[config.mk]
export PLATFORM = sky130hd
export DESIGN_NAME = mem_access_unit
export DESIGN_NICKNAME = d
export VERILOG_FILES = /design/src/rtl/mem_access_unit.sv
export SDC_FILE = /design/constraint.sdc
export NUM_CORES = 1
export LEC_CHECK = 0
export BUFFER_PORTS_ARGS = -buffer_cell sky130_fd_sc_hd__buf_4
export CAP_MARGIN = 20
export CORE_ASPECT_RATIO = 0.9
export CORE_MARGIN = 10
export CORE_UTILIZATION = 60
export CTS_CLUSTER_SIZE = 12
export DETAILED_ROUTE_END_ITERATION = 16
export PLACE_DENSITY = 0.95
export SLEW_MARGIN = 40
export SYNTH_ARGS = -nofsm -noshare
export SYNTH_HDL_FRONTEND = slang
export SYNTH_SLANG_ARGS = --single-unit
[constraint.sdc]
create_clock -name clk_i -period 10.8 [get_ports clk_i]
set_clock_uncertainty 0.05 [all_clocks]
set_input_delay 0 -clock clk_i [delete_from_list [all_inputs] [get_ports clk_i]]
set_output_delay 0 -clock clk_i [all_outputs]
set_load 0.02 [all_outputs]
[src/rtl/mem_access_unit.sv]
// mem_access_unit: sequential load/store unit behind a byte-wide data memory port.
// Takes one decoded access (mem_read/mem_write codes) at a time and runs it as one byte
// beat per cycle, little-endian. The final load data is sign- or zero-extended. Misaligned
// and illegal requests get an error response and no memory beats.
//
// Ports:
//   clk_i, rst_i          clock, asynchronous active-high reset
//   req_valid_i/ready_o   request handshake; ready only while idle
//   mem_read_i[2:0]       000 none, 001 LW, 010 LH, 011 LHU, 100 LB, 101 LBU, 11x reserved
//   mem_write_i[1:0]      00 none, 01 SW, 10 SH, 11 SB
//   addr_i, wdata_i       byte address, LSB-aligned store data
//   rsp_valid_o           one-cycle completion pulse
//   rsp_rdata_o           extended load data (0 for stores, errors and no-ops)
//   rsp_err_o             request rejected, qualified by rsp_valid_o
//   mb_*                  byte memory port; mb_rdata_i is valid the cycle after mb_re_o
module mem_access_unit #(
  parameter int unsigned ADDR_W = 32
) (
  input  logic              clk_i,
  input  logic              rst_i,
  input  logic              req_valid_i,
  output logic              req_ready_o,
  input  logic [2:0]        mem_read_i,
  input  logic [1:0]        mem_write_i,
  input  logic [ADDR_W-1:0] addr_i,
  input  logic [31:0]       wdata_i,
  output logic              rsp_valid_o,
  output logic [31:0]       rsp_rdata_o,
  output logic              rsp_err_o,
  output logic [ADDR_W-1:0] mb_addr_o,
  output logic              mb_re_o,
  output logic              mb_we_o,
  output logic [7:0]        mb_wdata_o,
  input  logic [7:0]        mb_rdata_i
);

  typedef enum logic [1:0] {StIdle, StIssue, StDrain, StResp} state_e;

  localparam logic [ADDR_W-1:0] AddrOne = ADDR_W'(1);

  state_e            state_q, state_d;
  logic [1:0]        beat_q, beat_d;
  logic [1:0]        last_q, last_d;       // index of the final beat: 3 word, 1 half, 0 byte
  logic              is_load_q, is_load_d;
  logic              sext_q, sext_d;
  logic [23:0]       wsh_q, wsh_d;         // store bytes not yet sent, next one in [7:0]
  logic [31:0]       asm_q, asm_d;         // load assembly bytes
  logic              req_ready_q, req_ready_d;
  logic              rsp_valid_q, rsp_valid_d;
  logic [31:0]       rsp_rdata_q, rsp_rdata_d;
  logic              rsp_err_q, rsp_err_d;
  logic [ADDR_W-1:0] mb_addr_q, mb_addr_d;
  logic              mb_re_q, mb_re_d;
  logic              mb_we_q, mb_we_d;
  logic [7:0]        mb_wdata_q, mb_wdata_d;

  // Request decode, only meaningful at accept.
  logic       is_rd, is_wr, dec_err;
  logic [1:0] dec_last;

  always_comb begin
    is_rd    = (mem_read_i != 3'b000);
    is_wr    = (mem_write_i != 2'b00);
    dec_last = 2'd0;
    if (is_rd) begin
      case (mem_read_i)
        3'b001:         dec_last = 2'd3;
        3'b010, 3'b011: dec_last = 2'd1;
        default:        dec_last = 2'd0;
      endcase
    end else begin
      case (mem_write_i)
        2'b01:   dec_last = 2'd3;
        2'b10:   dec_last = 2'd1;
        default: dec_last = 2'd0;
      endcase
    end
    dec_err = (is_rd && is_wr) || (mem_read_i[2:1] == 2'b11) ||
              (dec_last == 2'd3 && addr_i[1:0] != 2'b00) ||
              (dec_last == 2'd1 && addr_i[0]);
  end

  // The last load byte arrives during DRAIN and is merged straight into the result.
  logic [31:0] word_c, load_c;

  always_comb begin
    word_c = asm_q;
    word_c[{last_q, 3'b000} +: 8] = mb_rdata_i;
    case (last_q)
      2'd3:    load_c = word_c;
      2'd1:    load_c = {{16{sext_q & word_c[15]}}, word_c[15:0]};
      default: load_c = {{24{sext_q & word_c[7]}}, word_c[7:0]};
    endcase
  end

  always_comb begin
    state_d     = state_q;
    beat_d      = beat_q;
    last_d      = last_q;
    is_load_d   = is_load_q;
    sext_d      = sext_q;
    wsh_d       = wsh_q;
    asm_d       = asm_q;
    rsp_rdata_d = rsp_rdata_q;
    rsp_err_d   = rsp_err_q;
    mb_addr_d   = mb_addr_q;
    mb_re_d     = 1'b0;
    mb_we_d     = 1'b0;
    mb_wdata_d  = mb_wdata_q;

    unique case (state_q)
      StIdle: begin
        if (req_valid_i && req_ready_q) begin
          last_d    = dec_last;
          is_load_d = is_rd;
          sext_d    = (mem_read_i == 3'b010) || (mem_read_i == 3'b100);
          wsh_d     = wdata_i[31:8];
          if (dec_err || (!is_rd && !is_wr)) begin
            state_d     = StResp;
            rsp_err_d   = dec_err;
            rsp_rdata_d = '0;
          end else begin
            // Beat 0 goes out in the first cycle after accept.
            state_d   = StIssue;
            beat_d    = 2'd0;
            mb_addr_d = addr_i;
            mb_re_d   = is_rd;
            mb_we_d   = is_wr;
            if (is_wr) mb_wdata_d = wdata_i[7:0];
          end
        end
      end
      StIssue: begin
        // Byte for the previous read beat is on mb_rdata_i now.
        if (beat_q != 2'd0) asm_d[{beat_q - 2'd1, 3'b000} +: 8] = mb_rdata_i;
        if (beat_q == last_q) begin
          if (is_load_q) begin
            state_d = StDrain;
          end else begin
            state_d     = StResp;
            rsp_err_d   = 1'b0;
            rsp_rdata_d = '0;
          end
        end else begin
          beat_d    = beat_q + 2'd1;
          mb_addr_d = mb_addr_q + AddrOne;
          mb_re_d   = is_load_q;
          mb_we_d   = !is_load_q;
          if (!is_load_q) begin
            mb_wdata_d = wsh_q[7:0];
            wsh_d      = wsh_q >> 8;
          end
        end
      end
      StDrain: begin
        state_d     = StResp;
        rsp_err_d   = 1'b0;
        rsp_rdata_d = load_c;
      end
      StResp:  state_d = StIdle;
      default: state_d = StIdle;
    endcase

    req_ready_d = (state_d == StIdle);
    rsp_valid_d = (state_d == StResp);
  end

  always_ff @(posedge clk_i or posedge rst_i) begin
    if (rst_i) begin
      state_q     <= StIdle;
      beat_q      <= 2'd0;
      last_q      <= 2'd0;
      is_load_q   <= 1'b0;
      sext_q      <= 1'b0;
      wsh_q       <= '0;
      asm_q       <= '0;
      req_ready_q <= 1'b1;
      rsp_valid_q <= 1'b0;
      rsp_rdata_q <= '0;
      rsp_err_q   <= 1'b0;
      mb_addr_q   <= '0;
      mb_re_q     <= 1'b0;
      mb_we_q     <= 1'b0;
      mb_wdata_q  <= '0;
    end else begin
      state_q     <= state_d;
      beat_q      <= beat_d;
      last_q      <= last_d;
      is_load_q   <= is_load_d;
      sext_q      <= sext_d;
      wsh_q       <= wsh_d;
      asm_q       <= asm_d;
      req_ready_q <= req_ready_d;
      rsp_valid_q <= rsp_valid_d;
      rsp_rdata_q <= rsp_rdata_d;
      rsp_err_q   <= rsp_err_d;
      mb_addr_q   <= mb_addr_d;
      mb_re_q     <= mb_re_d;
      mb_we_q     <= mb_we_d;
      mb_wdata_q  <= mb_wdata_d;
    end
  end

  assign req_ready_o = req_ready_q;
  assign rsp_valid_o = rsp_valid_q;
  assign rsp_rdata_o = rsp_rdata_q;
  assign rsp_err_o   = rsp_err_q;
  assign mb_addr_o   = mb_addr_q;
  assign mb_re_o     = mb_re_q;
  assign mb_we_o     = mb_we_q;
  assign mb_wdata_o  = mb_wdata_q;

endmodule

==> results.sh <==
export IMPL_finalInstanceArea_um2=10400
export IMPL_synth_edf_count=0
export IMPL_slew_viol_final=0
export IMPL_pre_cts_slack_ns=6.89
export IMPL_finalSetupViolCount=0
export IMPL_path_class="reg -> reg"
export IMPL_status="completed"
export IMPL_dieWidth_um=140
export IMPL_peakVddDrop_mv=0.197
export IMPL_syn_avg_cell_area_um2=9.90
export IMPL_drt_total_wl_mm=26.8
export IMPL_cp_end_kind="register"
export IMPL_row_count=39
export IMPL_drtIter0Drc=1147
export IMPL_hold_start="addr_i[27]"
export IMPL_clkSlewWorstSetupHoldPaths_ns=0.06
export IMPL_post_route_period_util=0.349
export IMPL_drc=0
export IMPL_async_flop_share=1.00
export IMPL_drive_gt1_frac=0.253
export IMPL_cts_setup_buffers=0
export IMPL_syn2layout_area_growth_pct=33.8
export IMPL_antenna_found_initial=0
export IMPL_hp_class="in -> reg"
export IMPL_cts_buffer_depth=2
export IMPL_fmax_mhz=265
export IMPL_cts_sinks=141
export IMPL_cts_tree="built"
export IMPL_setup_slack_ns=7.03
export IMPL_dp_cells=1060
export IMPL_maxCapViolations=0
export IMPL_io_pins=157
export IMPL_vias=7748
export IMPL_fin_cells=1170
export IMPL_start_util=0.614
export IMPL_synthCells=787
export IMPL_worstSetupStartpointType="register"
export IMPL_synth_area_leaders="dfrtp_1 45%, a22o_1 6.4%, mux2_2 4.8%"
export IMPL_crit_fanout=41
export IMPL_r2r_setup_slack_ns=7.03
export IMPL_synth_seq_area_share=0.453
export IMPL_grt_max_degree=86
export IMPL_wire_per_inst_um=22.9
export IMPL_netlist_area_um2=7790
export IMPL_cp_required_ns=11.06
export IMPL_worstHoldEndpoint="mb_addr_o[27]"
export IMPL_reg2regPathDepth=7
export IMPL_n_fill_cell=644
export IMPL_worst_hold_path_num_cells=4
export IMPL_gp_congestion=0.917
export IMPL_finalSetupTns_ns=0
export IMPL_track_usage=0.293
export IMPL_clk_root_buffer_cell="clkbuf_16"
export IMPL_maxSlewHeadroom=0.446
export IMPL_antenna_cells=0
export IMPL_period_needed_ns=3.77
export IMPL_worstPathArrival_ns=4.03
export IMPL_ys_ff_latch=141
export IMPL_yosys_warnings=0
export IMPL_h_tree_depth=4
export IMPL_rsz0062_at_grt="no"
export IMPL_worst_hold_slack_ns=0.0406
export IMPL_reg2reg_from="state_q[0]"
export IMPL_cts_inserted_buffers=17
export IMPL_synth_flop_cell="dfrtp_1"
export IMPL_power_leakage_nw=4.69
export IMPL_place_hpwl_mm=14.8
export IMPL_dieHeight_um=128
export IMPL_port_buffers=156
export IMPL_clk_latency_ns=0.44
export IMPL_ant_nets=0
export IMPL_synth_nets=886
export IMPL_grt_pass1_wl_mm=42.8
export IMPL_die_area_um2=18000
export IMPL_grt_overflow=0
export IMPL_coreArea_um2=12700
export IMPL_placedInstanceArea_um2=8980
export IMPL_worstReg2RegEnd="mb_wdata_o[2]"
export IMPL_hold_viol=0
export IMPL_yosysTopAreaCell="dfrtp_1"
export IMPL_worst_pin_slew_ns=0.830
export IMPL_p_per_area_nw_per_um2=286
export IMPL_grt_pass1_vias=7861
export IMPL_yosys_area_top_type_share=0.449
export IMPL_first_pass_iters=7
export IMPL_ys_types=66
export IMPL_via_per_inst=6.62
export IMPL_nets=1092
[timing repair]
action,4_1_cts,5_1_grt
hold endpoints to repair,155,0
endpoints found under the setup margin,0,0
hold buffers,77,0
resized for setup,0,0
[cell usage in the layout, fill, tap and decap left out, drive strengths merged, types with 6 or more instances in the layout]
cell	n
clkinv	7
and3	7
buf	163
inv	30
dlygate4sd3	77
nand4	15
nand3	38
mux2	33
nor4	12
and2	8
ha	19
clkbuf	21
nand2	55
nor3	38
nor2b	35
o21ai	43
a21oi	33
a22o	57
mux2i	33
nor2	39
a211oi	14
nand2b	7
dfrtp	140
o22ai	13
or4	6
[cells by family (layout without fill, tap and decap cells)]
| kind of cell | count (synthesis) | in the layout | synth area share |
|---|---|---|---|
| compound gates | 198 | 198 | 0.183 |
| flops | 141 | 141 | 0.453 |
| fa+ha+maj | 19 | 19 | 0.0305 |
| simple gates | 276 | 276 | 0.191 |
| buf+inv | 84 | 303 | 0.0491 |
| mux | 66 | 66 | 0.0900 |
| xor+xnor | 3 | 3 | 0.00337 |
[critical path: stages, from the launching register on]
cell and delay (ns):
dfrtp_1 0.43, inv_1 0.15, ha_1 0.40, nand3_1 0.43, a32oi_2 0.64, nand2_2 0.55, a21oi_2 0.57, mux2_2 0.42
[metrics by stage]
step                      utilization  total power, W
after floorplan                     -         0.00181
after global placement          0.707         0.00213
after detailed placement        0.708         0.00219
after CTS                       0.820         0.00287
after global routing            0.822         0.00311
final                           0.822         0.00298
[worst max path at each step]
| stage | start | end | slack (ns) | cells after the start |
|---|---|---|---|---|
| detailed placement | state_q[0] | mb_wdata_o[2] | 6.89 | 7 |
| global route | state_q[0] | mb_wdata_o[2] | 6.81 | 7 |
| floorplan | rst_i | asm_q[0] | 6.97 | 1 |
| global placement | state_q[0] | mb_wdata_o[4] | 6.62 | 7 |
| finish | state_q[0] | mb_wdata_o[2] | 7.03 | 7 |
| CTS | state_q[0] | mb_wdata_o[2] | 6.92 | 7 |
[routing by layer]
metal  GRT usage  wire, um  vias to the layer above
met5           0         0                        -
met4       0.130      1330                        0
met3      0.0956      3140                      178
met2       0.492     12900                      623
met1       0.335      9460                     3643
li1            -         -                     3304
[cell type report]
class | instances | area (um^2) | share of cell area
inverter | 31 | 121 | 0.0116
clock buffer | 21 | 480 | 0.0461
sequential | 141 | 3530 | 0.338
tap | 164 | 205 | 0.0197
timing repair buffer | 240 | 2000 | 0.192
clock inverter | 11 | 161 | 0.0155
multi-input combinational | 562 | 3940 | 0.377
[synth_stat cells, drive strengths merged (6+ instances only)]
cell / count
clkbuf: 24
nor3: 38
nor2: 39
nor2b: 35
o22ai: 13
mux2: 33
ha: 19
nand2: 55
a22o: 57
or4: 6
nand3: 38
dfrtp: 140
mux2i: 33
a211oi: 14
nand2b: 7
o21ai: 43
nor4: 12
and3: 7
a21oi: 33
inv: 30
nand4: 15
buf: 29
and2: 8
[power by group]
part	internal, W	leakage, nW	total [W]	switching (W)
combinational	0.000576	2.53	0.00142	0.000847
clock	0.000409	0.319	0.000639	0.000230
sequential	0.000703	1.84	0.000918	0.000214
[registers in the layout, indices dropped and copies added (netlist names), 2 cells and up]
name / cells
asm_q: 32
beat_q: 2
last_q: 2
mb_addr_o: 32
mb_wdata_o: 8
rsp_rdata_o: 32
state_q: 2
wsh_q: 24
No activity file was read; power rests on OpenSTA's default activity.
